<file path="config.mk">
export PLATFORM = sky130hd
export DESIGN_NAME = counter_up_down_multi
export DESIGN_NICKNAME = d
export VERILOG_FILES = /design/src/rtl/counter_up_down_multi.sv
export SDC_FILE = /design/constraint.sdc
export NUM_CORES = 1
export LEC_CHECK = 0
export CORE_ASPECT_RATIO = 0.6
export CORE_MARGIN = 1
export CORE_UTILIZATION = 44
export DETAILED_ROUTE_END_ITERATION = 10
export PLACE_DENSITY = 0.78
export SETUP_SLACK_MARGIN = 0.2
export SLEW_MARGIN = 20
export SYNTH_ARGS = -nofsm -noshare
export SYNTH_HDL_FRONTEND = slang
export SYNTH_SLANG_ARGS = --single-unit
export TNS_END_PERCENT = 20
</file>
<file path="constraint.sdc">
create_clock -name Clk -period 1.8 [get_ports Clk]
set_clock_uncertainty 0.05 [all_clocks]
set_input_delay 0.45 -clock Clk [delete_from_list [all_inputs] [get_ports Clk]]
set_output_delay 0.45 -clock Clk [all_outputs]
set_load 0.02 [all_outputs]
</file>
<file path="src/rtl/counter_up_down_multi.sv">
// ---------------------------------------------------------------------------
// counter_up_down_multi
//
// Purpose
//   A bank of CHANNELS independent up/down counters, each WIDTH bits wide.
//   Each channel has its own clear, enable, load, direction and boundary-mode
//   controls. Every channel registers its count and a one-cycle terminal-count
//   pulse. A zero flag is decoded directly from the count register.
//
// Parameters
//   WIDTH     counter width per channel in bits (legal 2..32, default 8)
//   CHANNELS  number of independent channels   (legal 1..16, default 4)
//
// Configuration macro
//   COUNTER_SATURATE_EN
//     When defined, Sat_Mode[i]=1 makes channel i saturate at its boundaries.
//     When undefined, Sat_Mode is accepted but ignored, and every channel wraps.
//
// Ports
//   Clk       in   1               rising-edge clock for all state
//   Reset_n   in   1               asynchronous active-low reset; deassertion
//                                  is assumed to be synchronised upstream
//   Enable    in   CHANNELS        per-channel enable; gates load and count
//   Clear     in   CHANNELS        per-channel synchronous clear; not gated by Enable
//   Load      in   CHANNELS        per-channel load request
//   UpDown    in   CHANNELS        per-channel direction, 1 = up, 0 = down
//   Sat_Mode  in   CHANNELS        per-channel boundary mode, 1 = saturate, 0 = wrap
//   In_Data   in   CHANNELS*WIDTH  load values, channel i at [i*WIDTH +: WIDTH]
//   Out_Data  out  CHANNELS*WIDTH  registered counts, same packing as In_Data
//   Term_Cnt  out  CHANNELS        registered one-cycle pulse on a boundary step
//   Zero      out  CHANNELS        high while that channel's Out_Data is zero
// ---------------------------------------------------------------------------
module counter_up_down_multi #(
    parameter int WIDTH    = 8,
    parameter int CHANNELS = 4
) (
    input  logic                      Clk,
    input  logic                      Reset_n,
    input  logic [CHANNELS-1:0]       Enable,
    input  logic [CHANNELS-1:0]       Clear,
    input  logic [CHANNELS-1:0]       Load,
    input  logic [CHANNELS-1:0]       UpDown,
    input  logic [CHANNELS-1:0]       Sat_Mode,
    input  logic [CHANNELS*WIDTH-1:0] In_Data,
    output logic [CHANNELS*WIDTH-1:0] Out_Data,
    output logic [CHANNELS-1:0]       Term_Cnt,
    output logic [CHANNELS-1:0]       Zero
);

    typedef logic [WIDTH-1:0] cnt_t;

    // Per-channel action, decoded once from the control inputs in priority
    // order. Keeping the priority in one place makes the datapath below a
    // plain case on the chosen action.
    typedef enum logic [2:0] {
        ACT_HOLD  = 3'd0,
        ACT_CLEAR = 3'd1,
        ACT_LOAD  = 3'd2,
        ACT_INC   = 3'd3,
        ACT_DEC   = 3'd4
    } action_e;

    localparam cnt_t CNT_ZERO = '0;
    localparam cnt_t CNT_ONE  = cnt_t'(1);
    localparam cnt_t CNT_MAX  = '1;

    // Effective saturation enables. Without the macro, saturation is not
    // built, so every channel sees wrap mode regardless of Sat_Mode.
    logic [CHANNELS-1:0] sat_eff;

`ifdef COUNTER_SATURATE_EN
    assign sat_eff = Sat_Mode;
`else
    assign sat_eff = '0;

    // Sat_Mode stays on the port list so both builds share one interface;
    // fold it into a deliberately unused net so it is visibly consumed.
    logic unused_sat_mode;
    assign unused_sat_mode = ^Sat_Mode;
`endif

    for (genvar g = 0; g < CHANNELS; g++) begin : g_ch

        action_e act;
        cnt_t    cnt_q;
        cnt_t    cnt_d;
        logic    tc_q;
        logic    tc_d;
        logic    at_max;
        logic    at_zero;

        assign at_max  = (cnt_q == CNT_MAX);
        assign at_zero = (cnt_q == CNT_ZERO);

        // Clear wins over everything, including a deasserted Enable. Only
        // after that does Enable gate load and counting.
        always_comb begin
            act = ACT_HOLD;
            if (Clear[g]) begin
                act = ACT_CLEAR;
            end else if (Enable[g]) begin
                if (Load[g]) begin
                    act = ACT_LOAD;
                end else if (UpDown[g]) begin
                    act = ACT_INC;
                end else begin
                    act = ACT_DEC;
                end
            end
        end

        // NOTE: every output of this block gets a default before the case,
        // so a path that skips an assignment cannot infer a latch.
        always_comb begin
            cnt_d = cnt_q;
            tc_d  = 1'b0;
            unique case (act)
                ACT_CLEAR: cnt_d = CNT_ZERO;
                ACT_LOAD:  cnt_d = In_Data[g*WIDTH +: WIDTH];
                ACT_INC: begin
                    // Modulo arithmetic wraps MAX+1 to zero on its own;
                    // saturation only needs to suppress the step.
                    tc_d = at_max;
                    if (!(at_max && sat_eff[g])) begin
                        cnt_d = cnt_q + CNT_ONE;
                    end
                end
                ACT_DEC: begin
                    tc_d = at_zero;
                    if (!(at_zero && sat_eff[g])) begin
                        cnt_d = cnt_q - CNT_ONE;
                    end
                end
                default: begin
                    cnt_d = cnt_q;
                    tc_d  = 1'b0;
                end
            endcase
        end

        // NOTE: state registers use non-blocking assignments so every flop
        // samples pre-edge values, whatever order the blocks are evaluated in.
        // NOTE: these are control-visible registers, not a storage array, so
        // all of them are reset; the count must read as zero during reset.
        always_ff @(posedge Clk or negedge Reset_n) begin
            if (!Reset_n) begin
                cnt_q <= CNT_ZERO;
                tc_q  <= 1'b0;
            end else begin
                cnt_q <= cnt_d;
                tc_q  <= tc_d;
            end
        end

        assign Out_Data[g*WIDTH +: WIDTH] = cnt_q;
        assign Term_Cnt[g]                = tc_q;
        // Decoded straight from the register: no extra flop, no added latency.
        assign Zero[g]                    = at_zero;

    end : g_ch

endmodule : counter_up_down_multi

</file>
==> results of run 1 <==
-- kinds of logic (layout without fill, tap and decap cells) --
group	after synthesis	in the layout	synth area share [%]
buffers and inverters	30	228	4.82
and+or+nand+nor	172	172	30.5
xor gates and xnor gates	8	8	2.12
adders and majority gates	28	28	11.5
AOI/OAI and AO/OA	92	92	18.9
DFF	36	36	27.3
muxes	16	16	4.85
-- what timing repair did --
item,CTS,global route
setup buffers,12,6
gates resized for setup,201,60
endpoints found under the setup margin,68,61
pin swaps,52,39
hold buffers,0,0
-- layout make-up --
class / count / area, sq um
tap: 104 / 130
fill: 524 / 1690
multi-input combinational: 316 / 2660
timing repair buffer: 215 / 1720
sequential: 36 / 901
clock buffer: 7 / 153
inverter: 6 / 22.5
-- metrics by stage --
step / util (%) / power, mW / instance area (sq um) / TNS, ns
after floorplan: - / 1.49 / 3460 / -17.13
after global placement: 70.7 / 2.06 / 5140 / -26.70
after detailed placement: 70.7 / 2.09 / 5140 / -28.06
after CTS: 75.8 / 3.07 / 5510 / -8.47
after global routing: 76.8 / 3.27 / 5580 / -10.49
final: 76.8 / 3.13 / 5580 / -8.97
-- how the worst min path moves through the flow --
stage | endpoint | cells past startpoint | slack [ns] | from
floorplan | g_ch[0].cnt_q[0] | 0 | 0.10 | Reset_n
global placement | g_ch[1].cnt_q[1] | 2 | 0.38 | Reset_n
detailed placement | g_ch[1].cnt_q[0] | 2 | 0.39 | Reset_n
CTS | g_ch[1].cnt_q[0] | 2 | 0.1 | Reset_n
global route | g_ch[1].cnt_q[0] | 2 | 0.1 | Reset_n
finish | g_ch[1].cnt_q[0] | 2 | 0.08 | Reset_n
-- synth_stat cells (3+ instances only) --
cell      count
o211ai_1      4
nand2_1      18
fa_1          4
mux2i_1      16
nor3_1       18
o21bai_1      4
nor4b_2       5
nor4b_1       3
nand2b_1     10
o21ai_1       6
and3_1        6
clkbuf_1      4
a211o_1       6
nor3b_1      22
nand3_1      18
nor2_1       36
a21oi_1      30
inv_1         6
nand4_1       8
ha_1         24
nor2b_1       7
buf_1         4
xnor2_1       8
o311a_1       6
buf_2         7
a211oi_1     16
or4_1         8
buf_4         8
or3b_1        3
dfrtp_1      36
or2_2         5
a31oi_1      10
-- sequential cells by signal, summed over array words and instances, names as in the netlist --
register	flops
g_ch.cnt_q	32
g_ch.tc_q	4
-- layer usage --
metal	up-vias	global-route usage, %	part of all wire [%]
met2	214	48.9	47
met5	-	0	0
met4	0	5.34	0.78
li1	1851	-	-
met1	1975	42.2	45
met3	14	5.10	7.5
-- power by group --
part | switching (mW) | total [mW] | leakage, nW | internal (mW)
Clock | 0.340 | 0.922 | 0.0760 | 0.582
Sequential | 0.0385 | 0.906 | 0.479 | 0.868
Combinational | 0.650 | 1.30 | 2.04 | 0.655
Total | 1.03 | 3.13 | 2.60 | 2.10
-- cells in the final DEF (no fill, tap or decap), types with 7 or more instances in the layout --
cell / n
nor2b_1: 7
dlygate4sd2_1: 8
a211oi_1: 11
ha_1: 9
a31oi_1: 7
a21oi_1: 29
mux2i_1: 16
clkbuf_2: 17
nor2_1: 28
nand4_1: 8
nor3b_1: 21
nand2b_1: 10
nand2_1: 18
buf_6: 21
clkdlybuf4s50_1: 32
dfrtp_1: 36
nor3_1: 12
ha_4: 14
buf_4: 117
o21ai_1: 8
nand3_1: 16
buf_2: 17
-- worst register-to-register path: cells and delay by family (launching register included) --
kind	cells	cell delay (ns)
compound gates	2	0.63
fa+ha+maj	1	0.41
flops	1	0.40
simple gates	2	0.38
buf+inv	1	0.16
==> key figures, run 1 <==
Status
  • Result of the run: finished with violations
  • Violated checks: setup timing

STA
  • Final Max Slew Viols: 0
  • Final hold viol count: 0
  • Final Worst Setup Slack: -0.515 ns
  • RSZ-0062 raised after global routing: true
  • Worst Tran Pin Value: 0.318 ns
  • Max-slew headroom: 78.7%
  • Fmax: 432 MHz
  • Hold WS: 0.0812 ns
  • Final Cycle Share: 129%
  • Final min period: 2.31 ns
  • Final Setup Violations: 33

GRT
  • Vias in the first global route: 3,991
  • GRT Total Usage: 30.0%
  • First-pass GRT wire length: 18,900 microns
  • Initial antenna violation count: 0
  • Pin count of the biggest net entering global routing: 37
  • Total gr overflow: 0

Layout
  • Non-Filler Instances: 684
  • Final Net Count: 662
  • ANT cells: 0
  • Share of cells above drive strength 1: 43.1%
  • Layout area overhead: 69.1%

Yosys
  • Area contributors post-synth: dfrtp_1 27%, ha_1 9.1%, nor3b_1 5.0%, mux2i_1 4.9%, a21oi_1 4.6%
  • Synthesis Warnings: 0
  • Post-Syn Instances: 382
  • Synthesized Nets: 464
  • EDFF count, synth: 0
  • Asr flop ratio synth: 100%
  • Synth Register Bits: 36
  • Cell type with the highest aggregate area in the netlist: dfrtp_1
  • Syn_area_per_cell: 8.64 sq um
  • Distinct cells, synth: 42
  • Most used DFF post-synth: dfrtp_1
  • Post-synth top area share: 27.3%
  • Seq/Total Area, Yosys: 27.3%
  • Syn Std Cell Area: 3300 sq um

Critical path
  • WP data arrival: 2.45 ns
  • Setup CP Type: in -> reg
  • Crit. path cell count: 9
  • Critical Path Source Type: input pin
  • Crit path buffers/inverters: 2
  • CP required: 1.93 ns
  • Crit path from: Clear[0]
  • Crit Reg-Reg Startpoint: g_ch[0].cnt_q[0]
  • Reg2Reg Setup Slack: -0.32 ns
  • R2R Path End: g_ch[0].cnt_q[4]
  • CP Max Fanout: 4
  • CP endpoint: g_ch[0].cnt_q[4]
  • FF-to-FF path depth: 6
  • Slowest-stage cell, CP: or3b_4
  • CP max stage delay: 0.40 ns
  • Critical Path End Type: flop
  • Worst-path cell chain: buf_6 -> or3b_4 -> nor2_4 -> buf_4 -> ha_4 -> or2_2 -> and3_1 -> o311a_1 -> nor3_2
  • CP delay by family, top: simple AND/OR/NAND/NOR gates

Drt
  • Vias per inst: 5.93
  • DRC: 0
  • DRT Wirelength: 12,200 microns
  • Post-route ant nets: 0
  • Average wire per standard cell: 17.9 microns
  • Routed via count: 4,054
  • Initial drt markers: 319
  • First-pass iteration count of the detailed router: 5

Pwr
  • Maximum VDD drop: 0.446 mV
  • Leakage power: 2.60 nW
  • Power Density: 562 nW/um^2

Place
  • Inst Count DP: 659
  • Setup slack at placement: -1.16 ns
  • Detailed Place HPWL: 8410 microns
  • Port bufs: 89
  • Placer Congestion: 0.913

Die
  • IO Count: 94
  • Initial cell density of the core: 45.4%
  • Row cnt: 24
  • Die Height: 69.1 microns
  • DIE WIDTH: 114 microns
  • Die Area: 7860 sq um
  • Core Region: 7270 sq um

Worst hold path
  • Worst min-delay path category: in -> async

Clock tree
  • Maximum clock path buffer count: 2
  • # H-tree levels: 2
  • Clk sink count: 36
  • CTS clk-pin slew, worst paths: 0.06 ns
  • CTS tree: done
  • CTS Buf Count: 5
  • Worst-Skew Late Latency: 0.28 ns
  • Clock root buffer: clkbuf_16

Run
  • Maxcap violations: 0
(Power assumes the default switching activity.)
==> inputs of run 2 (changes only) <==
--- a/config.mk
+++ b/config.mk
@@ -7,9 +7,9 @@
 export LEC_CHECK = 0
 export CORE_ASPECT_RATIO = 0.6
 export CORE_MARGIN = 1
-export CORE_UTILIZATION = 44
+export CORE_UTILIZATION = 50
 export DETAILED_ROUTE_END_ITERATION = 10
-export PLACE_DENSITY = 0.78
+export PLACE_DENSITY = 0.83
 export SETUP_SLACK_MARGIN = 0.2
 export SLEW_MARGIN = 20
 export SYNTH_ARGS = -nofsm -noshare
==> constraint.sdc (replaced) <==
create_clock -name Clk -period 2.8 [get_ports Clk]
set_clock_uncertainty 0.05 [all_clocks]
set_input_delay 0.7 -clock Clk [delete_from_list [all_inputs] [get_ports Clk]]
set_output_delay 0.7 -clock Clk [all_outputs]
set_load 0.02 [all_outputs]
==> key figures, run 2 (synthesis gave the netlist of run 1 again) <==
Place
  • Port bufs: 89 (unchanged)
  • Setup slack at placement: -0.427 ns (was -1.16 ns)
  • Placed cell areas: 4930 sq um (was 5140 sq um)
  • Detailed Place HPWL: 7860 microns (was 8410 microns)
  • Placer Congestion: 0.897 (was 0.913)

STA
  • Final Max Slew Viols: 0 (unchanged)
  • Final Setup Violations: 0 (was 33)
  • Worst Tran Pin Value: 0.896 ns (was 0.318 ns)
  • Max-slew headroom: 40.2% (was 78.7%)
  • Final hold viol count: 0 (unchanged)
  • RSZ-0062 raised after global routing: true (unchanged)
  • Hold WS: 0.465 ns (was 0.0812 ns)
  • Fmax: 373 MHz
  • Final Cycle Share: 95.7%
  • Post-route setup TNS: 0 ns (was -8.97 ns)
  • Final Worst Setup Slack: 0.122 ns (was -0.515 ns)
  • Final min period: 2.68 ns

GRT
  • GRT Total Usage: 33.4% (was 30.0%)
  • Vias in the first global route: 3,758 (was 3,991)
  • Pin count of the biggest net entering global routing: 37 (unchanged)
  • First-pass GRT wire length: 18,000 microns (was 18,900 microns)
  • Initial antenna violation count: 0 (unchanged)
  • Total gr overflow: 0 (unchanged)

Pwr
  • Internal power: 1.19 mW (was 2.10 mW)
  • Total power: 1.81 mW (was 3.13 mW)
  • Switch share: 34.3% (was 32.8%)
  • Comb pwr share: 40.0% (was 41.6%)
  • Net Switching: 0.622 mW (was 1.03 mW)
  • Power share of the sequential group: 33.5% (was 28.9%)
  • Maximum VDD drop: 0.266 mV (was 0.446 mV)
  • Leakage power: 2.37 nW (was 2.60 nW)
  • Clock power share: 26.5% (was 29.4%)
  • Power Density: 343 nW/um^2 (was 562 nW/um^2)

Layout
  • Layout area overhead: 60.2% (was 69.1%)
  • Largest register FFs: 32 (unchanged)
  • FF/Latch Area: 901 sq um (unchanged)
  • Filler Cell Count: 365 (was 524)
  • Fin area: 5290 sq um (was 5580 sq um)
  • Commonest cells after routing, fill and taps aside: 91 x buf_4, 68 x clkdlybuf4s50_1, 36 x dfrtp_1 (was 117 x buf_4, 36 x dfrtp_1, 32 x clkdlybuf4s50_1)
  • Largest Register: g_ch.cnt_q (unchanged)
  • Commonest non-fill, non-tap cell in the layout: buf_4 (unchanged)
  • Top Registers: g_ch.cnt_q (32), g_ch.tc_q (4) (unchanged)
  • Final Net Count: 632 (was 662)
  • ANT cells: 0 (unchanged)
  • Multi-input combinational cell area: 2520 sq um (was 2660 sq um)
  • Share of cells above drive strength 1: 27.8% (was 43.1%)

Critical path
  • WP data arrival: 2.81 ns (was 2.45 ns)
  • FF-to-FF path depth: 6 (unchanged)
  • Critical Path End Type: flop (unchanged)
  • Crit Reg-Reg Startpoint: g_ch[0].cnt_q[0] (unchanged)
  • Critical Path Source Type: input pin (unchanged)
  • Reg2Reg Setup Slack: 0.70 ns (was -0.32 ns)
  • R2R Path End: g_ch[0].cnt_q[4] (unchanged)
  • Setup CP Type: in -> reg (unchanged)
  • CP required: 2.93 ns (was 1.93 ns)
  • CP Max Fanout: 5 (was 4)

Drt
  • Average wire per standard cell: 19.0 microns (was 17.9 microns)
  • DRT Wirelength: 12,100 microns (was 12,200 microns)
  • Post-route ant nets: 0 (unchanged)
  • Vias per inst: 6.24 (was 5.93)
  • DRC: 0 (unchanged)
  • Routed via count: 3,962 (was 4,054)
  • First-pass iteration count of the detailed router: 5 (unchanged)
  • Initial drt markers: 244 (was 319)

Die
  • IO Count: 94 (unchanged)
  • Die Area: 6940 sq um (was 7860 sq um)
  • Initial cell density of the core: 52.8% (was 45.4%)
  • Die Height: 64.9 microns (was 69.1 microns)
  • Core Region: 6250 sq um (was 7270 sq um)
  • Row cnt: 22 (was 24)
  • DIE WIDTH: 107 microns (was 114 microns)

Clock tree
  • Clk sink count: 36 (unchanged)
  • Post-CTS Hold Fix Bufs: 0 (unchanged)
  • Worst-Skew Late Latency: 0.29 ns (was 0.28 ns)
  • CTS tree: done (unchanged)
  • CTS clk-pin slew, worst paths: 0.09 ns (was 0.06 ns)
  • # H-tree levels: 2 (unchanged)
  • Maximum clock path buffer count: 2 (unchanged)
  • Clock root buffer: clkbuf_8 (was clkbuf_16)
  • CTS Buf Count: 5 (unchanged)

Status
  • Result of the run: complete, no violations (was finished with violations)

Worst hold path
  • Worst min-delay path category: in -> async (unchanged)

Run
  • Maxcap violations: 0 (unchanged)
==> run 2: cell type report <==
type                    count  area share (%)
multi-input cells         316            47.7
repair buffers            185            30.8
flip-flops and latches     36            17.0
well taps                  84            1.99
clock buffers               6            1.37
clock inverters             2           0.663
inverters                   6           0.426
==> run 2: how the worst max path moves through the flow <==
stage	slack, ns	from	cells past startpoint	endpoint
global route	0.07	Clear[0]	8	g_ch[0].cnt_q[4]
CTS	0.01	Load[3]	8	g_ch[3].cnt_q[4]
global placement	-0.33	Clear[2]	8	g_ch[2].cnt_q[4]
floorplan	-0.05	Clear[2]	9	g_ch[2].cnt_q[4]
detailed placement	-0.43	Enable[3]	8	g_ch[3].cnt_q[4]
finish	0.12	Load[1]	10	g_ch[1].cnt_q[7]
==> run 2: per-layer routing <==
layer	up-vias	global-route usage [%]	part of all wire [%]
met5	-	0	0
met1	1927	44.2	42
met4	0	11.5	2.6
met2	223	55.9	48
met3	29	5.03	8.0
li1	1783	-	-
==> run 2: repair_timing <==
item	CTS	global route
pin swaps	31	21
setup buffers	4	3
gates resized for setup	39	24
setup endpoints to repair	24	20
==> run 2: power groups by stage <==
stage | logic (mW) | registers (mW) | clock network (mW)
2_1_floorplan | 0.295 | 0.660 | 0
5_1_grt | 0.774 | 0.612 | 0.499
4_1_cts | 0.687 | 0.602 | 0.479
3_3_place_gp | 0.656 | 0.608 | 0
3_5_place_dp | 0.680 | 0.610 | 0
6_report | 0.726 | 0.608 | 0.480
==> run 2: stage by stage <==
step	cells	utilization (%)
2_1_floorplan	382	-
3_3_place_gp	620	79.0
3_5_place_dp	620	79.0
4_1_cts	632	82.3
5_1_grt	635	84.6
6_report	635	84.6
==> run 2: critical path, cell delays in order <==
cell and delay, ns:
dlygate4sd2_1 0.25, or3b_4 0.39, nor2_4 0.23, buf_4 0.18, buf_4 0.11, ha_1 0.27
o211a_1 0.16, a211oi_2 0.26, a2111o_1 0.18, nand3_1 0.08
==> patch, RTL diff (settings of run 1) <==
Build with the macro `COUNTER_SATURATE_EN` defined.
--- a/src/rtl/counter_up_down_multi.sv
+++ b/src/rtl/counter_up_down_multi.sv
@@ -32,2 +32,4 @@
 // ---------------------------------------------------------------------------
+`define COUNTER_SATURATE_EN
+
 module counter_up_down_multi #(
Formal check against the unedited RTL: not equivalent (Yosys sat finds a counterexample within 4 cycles, from zero or initial values and one cycle with Reset_n low).
==> patch against run 1 <==
  * The flow still finishes with violations (negative setup slack)
  * Synthesized cell count is 9.4% lower
  * Routed wire length grew 5.9%
  * Worst setup slack got worse by 0.074 ns
  * Critical path depth up 1
  * Total power shrank 0.28%
  * First-iteration DRC count increased by 0.94%
  * Design area decreased by 1.9%
  * Count of clock-buffer cells in the layout is 1 lower
  * Sequential cell count stayed put
  * Clock power increased by 11%
  * Area after synthesis fell by 7.2%
  * Global-route usage grew 5.7 points
==> patch: results (changes against run 1) <==
TritonCTS Buffers -> 5 (unchanged)
Critical path fanouts, max -> 6 (was 4)
Clock buffer depth -> 2 (unchanged)
Initial antenna violation count -> 0 (unchanged)
DR WL/cell -> 20.66 um (was 17.89 um)
Worst Hold Class -> in2async (unchanged)
Ys async rst share -> 100.0% (unchanged)
ANT cells -> 0 (unchanged)
R2R setup slack -> -0.42 ns (was -0.32 ns)
Commonest cells post-synth -> 41 x a21oi_1, 36 x dfrtp_1, 33 x nor2_1 (was 36 x dfrtp_1, 36 x nor2_1, 30 x a21oi_1)
Metal2 WL -> 5.758 mm (was 5.691 mm)
FF-to-FF path depth -> 8 (was 6)
Crit path capture -> g_ch[3].cnt_q[5]$_DFFE_PN0P_ (was g_ch[0].cnt_q[4]$_DFFE_PN0P_)
1st-iter DRT viols -> 322 (was 319)
Worst flop-to-flop path endpoint -> g_ch[2].cnt_q[6]$_DFFE_PN0P_ (was g_ch[0].cnt_q[4]$_DFFE_PN0P_)
Clock Latency Late Sink -> 0.29 ns
Status -> finished with violations (unchanged)
Setup crit start -> UpDown[3] (was Clear[0])
Total GRT Usage -> 35.69% (was 30.00%)
CTS clk-pin slew, worst paths -> 0.06 ns (about the same)
Root Buffer -> clkbuf_16 (unchanged)
Final nets -> 621 (was 662)
R2r startpoint -> g_ch[2].cnt_q[0]$_DFFE_PN0P_ (was g_ch[0].cnt_q[0]$_DFFE_PN0P_)
PortBufs -> 93 (was 89)
Arrival @ worst endpoint -> 2.50 ns (was 2.45 ns)
Share of post-route cells with drive strength above 1 -> 46.67% (was 43.10%)
H-tree levels -> 2 (unchanged)
Post-synth top flop -> dfrtp_1 (unchanged)
Mapped Cells -> 346 (was 382)
Met3 wire length -> 1.054 mm (was 913 um)
Setup WS post-layout -> -0.5890 ns (was -0.5147 ns)
Hold buffer count at CTS -> 0 (unchanged)
Failing checks -> negative setup slack (unchanged)
Post-Synthesis Net Count -> 428 (was 464)
Worst VDD drop -> 386.2 uV (was 445.5 uV)
Area contributors post-synth -> dfrtp_1 29%, ha_1 9.8%, a21oi_1 6.7% (was dfrtp_1 27%, ha_1 9.1%, nor3b_1 5.0%)
Vias in the first global route -> 3675 (was 3991)
Final setup vio count -> 36 (was 33)
Uppermost routed layer -> met4 (unchanged)
Top flop regs -> g_ch.cnt_q x32, g_ch.tc_q x4 (unchanged)
Routed met1 length -> 5.809 mm (was 5.533 mm)
Vias per cell -> 5.954 (was 5.927)
Leakage power -> 0.002553 uW (was 0.002598 uW)
Post-Route Setup TNS -> -10.32 ns (was -8.972 ns)
Largest net degree at the start of global routing -> 37 (unchanged)
Worst Tran Pin Value -> 0.5929 ns (was 0.3175 ns)
Ys Warns -> 0 (unchanged)
First-pass GRT wire length -> 19.15 mm (was 18.91 mm)
Count of cell types in the netlist -> 51 (was 42)
Post-DP HPWL -> 8.450 mm (was 8.413 mm)
GP Congestion -> 0.9694 (was 0.9128)
Post-synthesis sequential area ratio -> 29.41% (was 27.30%)
DRT Pass-1 Iters -> 5 (unchanged)
## patch: critical path, cell delays in order
cell and delay, ns:
buf_2 0.11, or2_4 0.25, nor2_4 0.25, ha_4 0.26
and3_4 0.18, a2111oi_4 0.43, xor2_1 0.22, nor2_1 0.09
a21oi_1 0.14, o211ai_1 0.11
## patch: timing repair
action / CTS / global route
endpoints found under the setup margin: 74 / 63
gates resized for setup: 228 / 43
pin swaps: 67 / 24
buffers inserted: 9 / 3
## patch: area by class of cell
cell class,count,area (sq um)
multi-input combinational,284,2571
timing repair buffer,203,1695
fill,360,1231
sequential,36,900.9
clock buffer,6,128.9
tap,87,108.9
clock inverter,2,35.03
inverter,9,33.78
## patch: through the flow
step	area (sq um)	setup slack, ns	instances
CTS	5465	-0.5251	624
global placement	4981	-1.120	607
finish	5474	-0.5890	627
floorplan	3336	-0.7402	346
detailed placement	4981	-1.205	607
global route	5474	-0.6277	627
## patch: how the worst min path moves through the flow
stage,cells after the start,start,slack [ns],end
finish,2,Reset_n,0.07,g_ch[1].cnt_q[2]$_DFFE_PN0P_
global placement,2,Reset_n,0.38,g_ch[1].cnt_q[1]$_DFFE_PN0P_
global route,2,Reset_n,0.1,g_ch[0].cnt_q[4]$_DFFE_PN0P_
detailed placement,2,Reset_n,0.38,g_ch[1].cnt_q[2]$_DFFE_PN0P_
CTS,2,Reset_n,0.08,g_ch[0].cnt_q[7]$_DFFE_PN0P_
floorplan,0,Reset_n,0.10,g_ch[0].cnt_q[0]$_DFFE_PN0P_
## patch: power breakdown
| group | internal (uW) | switching [uW] | leakage [uW] | total [uW] |
|---|---|---|---|---|
| Sequential | 855 | 29.2 | 0.000489 | 884 |
| Combinational | 597 | 619 | 0.00198 | 1220 |
| Clock | 653 | 372 | 0.0000808 | 1020 |
## patch: metal layers
metal / up-vias / track usage, %
met3: 36 / 6.067
met5: - / 0
li1: 1669 / -
met2: 226 / 56.53
met1: 1802 / 49.52
met4: 0 / 11.33
## patch: cells by family (layout without fill, tap and decap cells)
kind of cell	after synthesis	count (layout)	synth area share, %
buffers and inverters	26	220	4.493
flip-flops	36	36	29.41
XOR/XNOR	27	27	7.720
AND/OR/NAND/NOR	107	107	18.38
adder cells (fa/ha/maj)	28	28	12.42
multiplexers	7	7	2.288
AO/OA/AOI/OAI	115	115	25.29
